==> src/rtl/display_timing_pkg.sv <==
// Shared timing types, reset-time defaults and helpers for display_timing_gen.
package display_timing_pkg;

    // Storage width of one timing field and of sums of up to four such fields.
    localparam int TIM_W = 16;
    localparam int SUM_W = TIM_W + 2;

    localparam int DEF_H_ACTIVE = 640;
    localparam int DEF_H_FP     = 16;
    localparam int DEF_H_SYNC   = 96;
    localparam int DEF_H_BP     = 48;

    localparam int DEF_V_ACTIVE = 480;
    localparam int DEF_V_FP     = 10;
    localparam int DEF_V_SYNC   = 2;
    localparam int DEF_V_BP     = 33;

    localparam bit POL_LOW  = 1'b0;
    localparam bit POL_HIGH = 1'b1;

    typedef struct packed {
        logic [TIM_W-1:0] active;
        logic [TIM_W-1:0] fp;
        logic [TIM_W-1:0] sync;
        logic [TIM_W-1:0] bp;
    } timing_t;

    function automatic logic [SUM_W-1:0] timing_total(input timing_t t);
        return SUM_W'(t.active) + SUM_W'(t.fp) + SUM_W'(t.sync) + SUM_W'(t.bp);
    endfunction

    // A period of exactly 2^cordw still fits, since positions only reach total-1.
    function automatic logic timing_ok(input timing_t t, input int cordw);
        return (t.active != '0) && (t.sync != '0) &&
               (timing_total(t) <= (SUM_W'(1) << cordw));
    endfunction

endpackage

==> src/rtl/timing_axis.sv <==
// One display axis: a wrapping position counter plus the active/sync decode
// of the position it is about to load.
module timing_axis
    import display_timing_pkg::*;
#(
    parameter int               CORDW    = 10,
    parameter logic [CORDW-1:0] INIT_POS = '0
) (
    input  logic             clk,
    input  logic             rst_n,
    input  logic             adv,
    input  logic [SUM_W-1:0] last,
    input  logic [SUM_W-1:0] act_len,
    input  logic [SUM_W-1:0] sync_beg,
    input  logic [SUM_W-1:0] sync_end,
    output logic [CORDW-1:0] pos,
    output logic             at_end,
    output logic             act_nxt,
    output logic             sync_nxt
);

    logic [CORDW-1:0] pos_nxt;
    logic [SUM_W-1:0] nxt_w;

    // last refers to the running period; the window bounds refer to the
    // timing that will own pos_nxt, which differs only on a timing switch.
    always_comb begin
        at_end  = (SUM_W'(pos) == last);
        pos_nxt = pos;
        if (adv) begin
            pos_nxt = at_end ? '0 : pos + CORDW'(1);
        end
        nxt_w    = SUM_W'(pos_nxt);
        act_nxt  = (nxt_w < act_len);
        sync_nxt = (nxt_w >= sync_beg) && (nxt_w < sync_end);
    end

    always_ff @(posedge clk or negedge rst_n) begin
        if (!rst_n) begin
            pos <= INIT_POS;
        end else begin
            pos <= pos_nxt;
        end
    end

endmodule

==> src/rtl/display_timing_gen.sv <==
// Display timing generator: pixel/line counters, de/sync decode, frame strobes
// and a shadowed timing configuration that switches only between frames.
module display_timing_gen
    import display_timing_pkg::*;
#(
    parameter int CORDW    = 10,
    parameter int H_ACTIVE = DEF_H_ACTIVE,
    parameter int H_FP     = DEF_H_FP,
    parameter int H_SYNC   = DEF_H_SYNC,
    parameter int H_BP     = DEF_H_BP,
    parameter int V_ACTIVE = DEF_V_ACTIVE,
    parameter int V_FP     = DEF_V_FP,
    parameter int V_SYNC   = DEF_V_SYNC,
    parameter int V_BP     = DEF_V_BP,
    parameter bit H_POL    = POL_LOW,
    parameter bit V_POL    = POL_LOW
) (
    input  logic             pix_clk,
    input  logic             rst_pix_n,
    input  logic             en,
    input  logic [CORDW-1:0] cfg_h_active,
    input  logic [CORDW-1:0] cfg_h_fp,
    input  logic [CORDW-1:0] cfg_h_sync,
    input  logic [CORDW-1:0] cfg_h_bp,
    input  logic [CORDW-1:0] cfg_v_active,
    input  logic [CORDW-1:0] cfg_v_fp,
    input  logic [CORDW-1:0] cfg_v_sync,
    input  logic [CORDW-1:0] cfg_v_bp,
    input  logic             cfg_valid,
    output logic             cfg_ready,
    output logic             cfg_err,
    output logic [CORDW-1:0] sx,
    output logic [CORDW-1:0] sy,
    output logic             de,
    output logic             hsync,
    output logic             vsync,
    output logic             line_start,
    output logic             frame_start,
    output logic [15:0]      frame_cnt
);

    localparam timing_t DEF_H = '{active: TIM_W'(H_ACTIVE), fp: TIM_W'(H_FP),
                                  sync: TIM_W'(H_SYNC), bp: TIM_W'(H_BP)};
    localparam timing_t DEF_V = '{active: TIM_W'(V_ACTIVE), fp: TIM_W'(V_FP),
                                  sync: TIM_W'(V_SYNC), bp: TIM_W'(V_BP)};
    localparam logic [CORDW-1:0] H_INIT = CORDW'(H_ACTIVE + H_FP + H_SYNC + H_BP - 1);
    localparam logic [CORDW-1:0] V_INIT = CORDW'(V_ACTIVE + V_FP + V_SYNC + V_BP - 1);

    timing_t          cur_h, cur_v, pend_h, pend_v, req_h, req_v;
    logic             h_end, v_end, h_act, v_act, h_sync, v_sync;
    logic             frame_end, apply, xfer, req_ok;
    logic [TIM_W-1:0] h_n_act, h_n_fp, h_n_sync, v_n_act, v_n_fp, v_n_sync;
    logic [SUM_W-1:0] h_last, h_sb, h_se, v_last, v_sb, v_se;

    always_comb begin
        req_h.active = TIM_W'(cfg_h_active);
        req_h.fp     = TIM_W'(cfg_h_fp);
        req_h.sync   = TIM_W'(cfg_h_sync);
        req_h.bp     = TIM_W'(cfg_h_bp);
        req_v.active = TIM_W'(cfg_v_active);
        req_v.fp     = TIM_W'(cfg_v_fp);
        req_v.sync   = TIM_W'(cfg_v_sync);
        req_v.bp     = TIM_W'(cfg_v_bp);
        req_ok = timing_ok(req_h, CORDW) && timing_ok(req_v, CORDW);
        xfer   = cfg_valid && cfg_ready;

        // A pending set exists exactly while cfg_ready is low.
        frame_end = en && h_end && v_end;
        apply     = frame_end && !cfg_ready;

        // Decode windows follow the timing that will own the next position.
        h_n_act  = apply ? pend_h.active : cur_h.active;
        h_n_fp   = apply ? pend_h.fp     : cur_h.fp;
        h_n_sync = apply ? pend_h.sync   : cur_h.sync;
        v_n_act  = apply ? pend_v.active : cur_v.active;
        v_n_fp   = apply ? pend_v.fp     : cur_v.fp;
        v_n_sync = apply ? pend_v.sync   : cur_v.sync;

        h_last = timing_total(cur_h) - SUM_W'(1);
        h_sb   = SUM_W'(h_n_act) + SUM_W'(h_n_fp);
        h_se   = h_sb + SUM_W'(h_n_sync);
        v_last = timing_total(cur_v) - SUM_W'(1);
        v_sb   = SUM_W'(v_n_act) + SUM_W'(v_n_fp);
        v_se   = v_sb + SUM_W'(v_n_sync);
    end

    timing_axis #(.CORDW(CORDW), .INIT_POS(H_INIT)) u_h_axis (
        .clk      (pix_clk),
        .rst_n    (rst_pix_n),
        .adv      (en),
        .last     (h_last),
        .act_len  (SUM_W'(h_n_act)),
        .sync_beg (h_sb),
        .sync_end (h_se),
        .pos      (sx),
        .at_end   (h_end),
        .act_nxt  (h_act),
        .sync_nxt (h_sync)
    );

    timing_axis #(.CORDW(CORDW), .INIT_POS(V_INIT)) u_v_axis (
        .clk      (pix_clk),
        .rst_n    (rst_pix_n),
        .adv      (en && h_end),
        .last     (v_last),
        .act_len  (SUM_W'(v_n_act)),
        .sync_beg (v_sb),
        .sync_end (v_se),
        .pos      (sy),
        .at_end   (v_end),
        .act_nxt  (v_act),
        .sync_nxt (v_sync)
    );

    always_ff @(posedge pix_clk or negedge rst_pix_n) begin
        if (!rst_pix_n) begin
            cur_h       <= DEF_H;
            cur_v       <= DEF_V;
            pend_h      <= '0;
            pend_v      <= '0;
            cfg_ready   <= 1'b1;
            cfg_err     <= 1'b0;
            de          <= 1'b0;
            hsync       <= ~H_POL;
            vsync       <= ~V_POL;
            line_start  <= 1'b0;
            frame_start <= 1'b0;
            frame_cnt   <= '0;
        end else begin
            cfg_err <= xfer && !req_ok;
            if (xfer && req_ok) begin
                pend_h    <= req_h;
                pend_v    <= req_v;
                cfg_ready <= 1'b0;
            end else if (apply) begin
                cur_h     <= pend_h;
                cur_v     <= pend_v;
                cfg_ready <= 1'b1;
            end
            line_start  <= en && h_end;
            frame_start <= frame_end;
            if (frame_end) begin
                frame_cnt <= frame_cnt + 16'd1;
            end
            if (en) begin
                de    <= h_act && v_act;
                hsync <= h_sync ? H_POL : ~H_POL;
                vsync <= v_sync ? V_POL : ~V_POL;
            end
        end
    end

endmodule

==> config.mk <==
export PLATFORM = sky130hd
export DESIGN_NAME = display_timing_gen
export DESIGN_NICKNAME = d
export VERILOG_FILES = /design/src/rtl/display_timing_pkg.sv /design/src/rtl/timing_axis.sv /design/src/rtl/display_timing_gen.sv
export SDC_FILE = /design/constraint.sdc
export NUM_CORES = 1
export LEC_CHECK = 0
export BUFFER_PORTS_ARGS = -buffer_cell sky130_fd_sc_hd__buf_4
export CAP_MARGIN = 20
export CORE_MARGIN = 1.5
export CORE_UTILIZATION = 45
export DETAILED_ROUTE_END_ITERATION = 10
export HOLD_SLACK_MARGIN = 0.03
export PLACE_DENSITY_LB_ADDON = 0.2
export SLEW_MARGIN = 20
export SYNTH_ARGS = -nofsm -noshare
export SYNTH_HDL_FRONTEND = slang
export SYNTH_SLANG_ARGS = --single-unit
==> constraint.sdc <==
create_clock -name pix_clk -period 8.02 [get_ports pix_clk]
set_input_delay 0 -clock pix_clk [delete_from_list [all_inputs] [get_ports pix_clk]]
set_output_delay 0 -clock pix_clk [all_outputs]
set_load 0.01 [all_outputs]
==> results by group <==
Final layout
  • Net count of the finished layout: 2199
  • Number of diodes added for antenna fixing: 0
  • Layout cell share with drive strength beyond 1: 24.9%
  • Layout overhead on the synthesized area: 27.2%
  • Layout fillers: roughly 2900
  • Utilization after layout: 58.4%

CTS
  • Clock Sink Count: 203
  • CTS buffer count: 24
  • Clk root buf: sky130_fd_sc_hd__clkbuf_16
  • Depth of the CTS H-tree: 1
  • CTS tree: yes
  • Latest clock arrival within the worst-skew pair: 530 ps
  • Clk buf depth: 3
  • Reg clk slew, reported paths: 60 ps

Yosys
  • Sequential fraction of the synthesis area: 33.2%
  • Number of synthesis warnings: 0
  • Post-Synthesis Mean Instance Area: just under 10 um^2
  • Most common flop cell mapped by yosys: sky130_fd_sc_hd__dfrtp_1
  • Synth async-reset ratio: 100%
  • Number of cells produced by synthesis: 1582
  • Number of enable-type register cells in the synthesized netlist: 0
  • Syn_nets: 1911
  • Number of distinct standard cells referenced by the synthesized netlist: 85
  • Number of flip-flops and latches in the synthesized netlist: 203
  • Synth Cell Area: ~0.015 mm^2

Timing
  • Slew HR: 30.3%
  • Final worst path period need: 7990 ps
  • RSZ-0062 raised after global routing: yes
  • Sum of negative setup slack: 0 ps
  • Final worst path period share: 99.6%
  • Total count of hold-check failures in the final report: 0
  • Transition time at the pin with the least slew margin: 1050 ps
  • PnR worst setup slack: 30.1 ps
  • Count of final setup violators: 0
  • Final max-slew violation count: 0
  • Achievable clock frequency: ~0.13 GHz
  • Final Skew: ~17 ps

Global route
  • Global route overflow: 0
  • Fraction of met3 tracks used by global routing: between 2 and 3%
  • Overall global routing resource usage: 23.1%
  • Met2 layer usage reported by global route: 34.5%
  • Met1 Resource Use GR: between 30% and 40%
  • Most heavily used metal layer in global routing: met1
  • Antenna violations before repair: 0
  • Largest net degree at the start of global routing: 82
  • Vias in the first global route: 12300
  • Global-route wire length before repair: 64800 um

Worst setup path
  • Worst Path Arrival: about 8500 ps
  • Number of cells on the worst reg-to-reg path: 39
  • Setup slack, reg-to-reg: 30 ps
  • Biggest fanout along the worst timing path: 5
  • Max stage delay cell, worst path: sky130_fd_sc_hd__or4_4
  • Crit path kind: reg2reg
  • Delay of the slowest critical-path stage: 590 ps
  • Crit Reg-Reg Startpoint: cur_h[1]$_DFFE_PN0P_
  • Critical Path End Type: flip-flop
  • Kind of start point of the critical path: flip-flop
  • Destination of the worst register-to-register timing path: vsync$_DFFE_PN1P_
  • CP Data Required Time: about 8500 ps

Floorplanning
  • Floorplan Core Area: around 0.034 mm^2
  • Area of the die: 0.0354 mm^2
  • Initial standard-cell utilization of the core: 45.9%
  • Chip Height: 188 um
  • Number of primary I/O pins: approximately 130
  • Die extent in x: roughly 190 um
  • Num rows: 67

Detailed routing
  • Initial DRC Count: 607
  • Routed WL per cell: 17.5 um
  • Overall via count from detail_route: 12200
  • Number of antenna-violating nets in the routed design: 0
  • Number of iterations in the first detailed-routing pass: 5
  • Vias/cell: ~5.2
  • Number of DRC violations after detailed routing: 0
  • Wirelength, routed: a little over 40000 um

Placed design
  • DP HPWL: 31200 um
  • Final Wtd Congestion: 0.894
  • Post-place setup slack: -459 ps
  • Buffers on Ports: 126

Job
  • # Max-Cap Violations: 0

Power
  • Switching power share of the total: 33.5%
  • Power share of the sequential group: 36.6%
  • Clock network fraction of total power: 28.8%
  • Worst ir drop on vdd: 0.000109 V
  • Power per Cell Area: ~200 mW/mm^2
  • Internal power contribution: 0.00257 W
  • P_sw: 0.00129 W
  • Static Leak: 9.51 nW
  • Portion of total power attributed to combinational logic: roughly 35%

Status
  • Run status: finished, final reports clean

Min path
  • Type of the tightest min-delay check: in2async
-- how the worst max path moves through the flow --
stage	startpoint	endpoint	slack, ps	cells past startpoint
2_1_floorplan	cur_v[17]$_DFFE_PN1P_	vsync$_DFFE_PN1P_	80	38
3_3_place_gp	cur_v[17]$_DFFE_PN1P_	vsync$_DFFE_PN1P_	-180	37
3_5_place_dp	cur_v[17]$_DFFE_PN1P_	hsync$_DFFE_PN1P_	-460	38
4_1_cts	cur_v[17]$_DFFE_PN1P_	hsync$_DFFE_PN1P_	10	39
5_1_grt	cur_h[1]$_DFFE_PN0P_	hsync$_DFFE_PN1P_	-330	42
6_report	cur_h[1]$_DFFE_PN0P_	vsync$_DFFE_PN1P_	30	39
-- worst max-delay path, delay by kind of cell, from the launching register on --
kind,cells,cell delay (ps)
simple gates,10,1710
mux,1,300
fa+ha+maj,8,2510
compound gates,9,1950
flops,1,330
xor+xnor,4,580
buf+inv,7,530
-- synthesized netlist by cell type (5+ instances only) --
library cell / number / area share (%)
sky130_fd_sc_hd__nor2_1: 60 / 1.5
sky130_fd_sc_hd__and3_1: 11 / 0.45
sky130_fd_sc_hd__mux2i_1: 5 / 0.32
sky130_fd_sc_hd__a21oi_1: 62 / 2.0
sky130_fd_sc_hd__ha_1: 165 / 13
sky130_fd_sc_hd__o21ai_1: 5 / 0.16
sky130_fd_sc_hd__nand4_1: 12 / 0.49
sky130_fd_sc_hd__dfstp_2: 29 / 4.9
sky130_fd_sc_hd__clkbuf_1: 22 / 0.54
sky130_fd_sc_hd__nand3_1: 30 / 0.97
sky130_fd_sc_hd__o21ai_0: 104 / 3.4
sky130_fd_sc_hd__a21o_1: 30 / 1.5
sky130_fd_sc_hd__o31ai_1: 6 / 0.29
sky130_fd_sc_hd__o41ai_1: 5 / 0.28
sky130_fd_sc_hd__nor2b_1: 16 / 0.65
sky130_fd_sc_hd__o21bai_1: 18 / 0.88
sky130_fd_sc_hd__nand2b_1: 16 / 0.65
sky130_fd_sc_hd__mux2_1: 9 / 0.66
sky130_fd_sc_hd__xnor2_1: 68 / 3.9
sky130_fd_sc_hd__fa_1: 80 / 10
sky130_fd_sc_hd__dfrtp_1: 174 / 28
sky130_fd_sc_hd__nor3_1: 25 / 0.81
sky130_fd_sc_hd__a31oi_1: 8 / 0.32
sky130_fd_sc_hd__nor4_1: 10 / 0.41
sky130_fd_sc_hd__nand2_1: 232 / 5.6
sky130_fd_sc_hd__mux2_2: 73 / 5.3
sky130_fd_sc_hd__xor2_1: 35 / 2.0
sky130_fd_sc_hd__o21a_1: 6 / 0.29
sky130_fd_sc_hd__inv_1: 163 / 4.0
sky130_fd_sc_hd__buf_2: 11 / 0.36
-- cell usage in the layout (no fill, tap or decap), types with 12 or more instances in the layout --
cell                            Yosys  layout
sky130_fd_sc_hd__inv_1            163     152
sky130_fd_sc_hd__clkbuf_16          0      25
sky130_fd_sc_hd__xor2_1            35      32
sky130_fd_sc_hd__nand4_1           12      12
sky130_fd_sc_hd__a21oi_1           62      52
sky130_fd_sc_hd__dfrtp_1          174     174
sky130_fd_sc_hd__mux2_2            73      72
sky130_fd_sc_hd__dfstp_2           29      29
sky130_fd_sc_hd__o21ai_0          104      99
sky130_fd_sc_hd__xnor2_1           68      64
sky130_fd_sc_hd__a21o_1            30      30
sky130_fd_sc_hd__nor2_1            60      55
sky130_fd_sc_hd__nand2b_1          16      15
sky130_fd_sc_hd__nand3_1           30      29
sky130_fd_sc_hd__dlygate4sd3_1      0      83
sky130_fd_sc_hd__buf_4              0     207
sky130_fd_sc_hd__nand2_1          232     224
sky130_fd_sc_hd__fa_1              80      78
sky130_fd_sc_hd__o21bai_1          18      16
sky130_fd_sc_hd__nor2b_1           16      14
sky130_fd_sc_hd__inv_2              1      12
sky130_fd_sc_hd__ha_1             165     154
sky130_fd_sc_hd__nor3_1            25      19
-- layout make-up --
type | instances | area (um^2) | area share (%)
multi-input combinational | 1178 | 10100 | 51.2
sequential | 203 | 5120 | 26.1
timing repair buffer | 298 | 2480 | 12.6
clock buffer | 34 | 689 | 3.51
inverter | 165 | 619 | 3.16
tap | 448 | 561 | 2.86
clock inverter | 9 | 110 | 0.561
-- cells by family (layout without fill, tap and decap cells) --
kind of cell,Yosys count,in the layout,share of synthesized area [%]
and+or+nand+nor,441,441,13.1
muxes,89,89,6.49
xor gates and xnor gates,104,104,5.99
adders and majority gates,248,248,24.0
AOI/OAI and AO/OA,296,296,12.2
buffers and inverters,201,506,5.08
DFF,203,203,33.2
-- power groups by stage --
stage	combinational (W)	clock [W]	sequential, W
after floorplan	0.000879	0	0.00136
after global placement	0.00122	0	0.00141
after detailed placement	0.00125	0	0.00142
after CTS	0.00131	0.00113	0.00141
after global routing	0.00149	0.00117	0.00144
final	0.00134	0.00111	0.00141
-- layer usage --
layer | wire length (um) | vias up
met5 | 0 | -
met4 | 819 | 0
met3 | 2110 | 56
met2 | 17400 | 303
met1 | 20400 | 5876
li1 | - | 5975
-- registers in the layout, indices dropped and copies added, names as in the netlist --
signal        count
de                1
u_h_axis.pos     10
u_v_axis.pos     10
vsync             1
frame_start       1
cfg_ready         1
hsync             1
frame_cnt        16
pend_v           40
cfg_err           1
pend_h           40
line_start        1
cur_v            40
cur_h            40
-- per-stage QoR --
| step | cells | hold slack, ps | instance area (um^2) | power [W] |
|---|---|---|---|---|
| 2_1_floorplan | 1582 | -296 | 15400 | 0.00224 |
| 3_5_place_dp | 2180 | 60.4 | 17200 | 0.00267 |
| 6_report | 2335 | 57.0 | 19600 | 0.00386 |
| 4_1_cts | 2314 | 84.2 | 19000 | 0.00385 |
| 5_1_grt | 2335 | 119 | 19600 | 0.00410 |
| 3_3_place_gp | 2180 | 61.8 | 17200 | 0.00263 |
-- repair_timing --
item,4_1_cts,5_1_grt
gates resized for setup,22,97
buffers inserted,8,23
pin swaps,13,84
hold buffers,83,0
endpoints found under the setup margin,2,2
hold endpoints to repair,155,0
(Power assumes the default switching activity.)
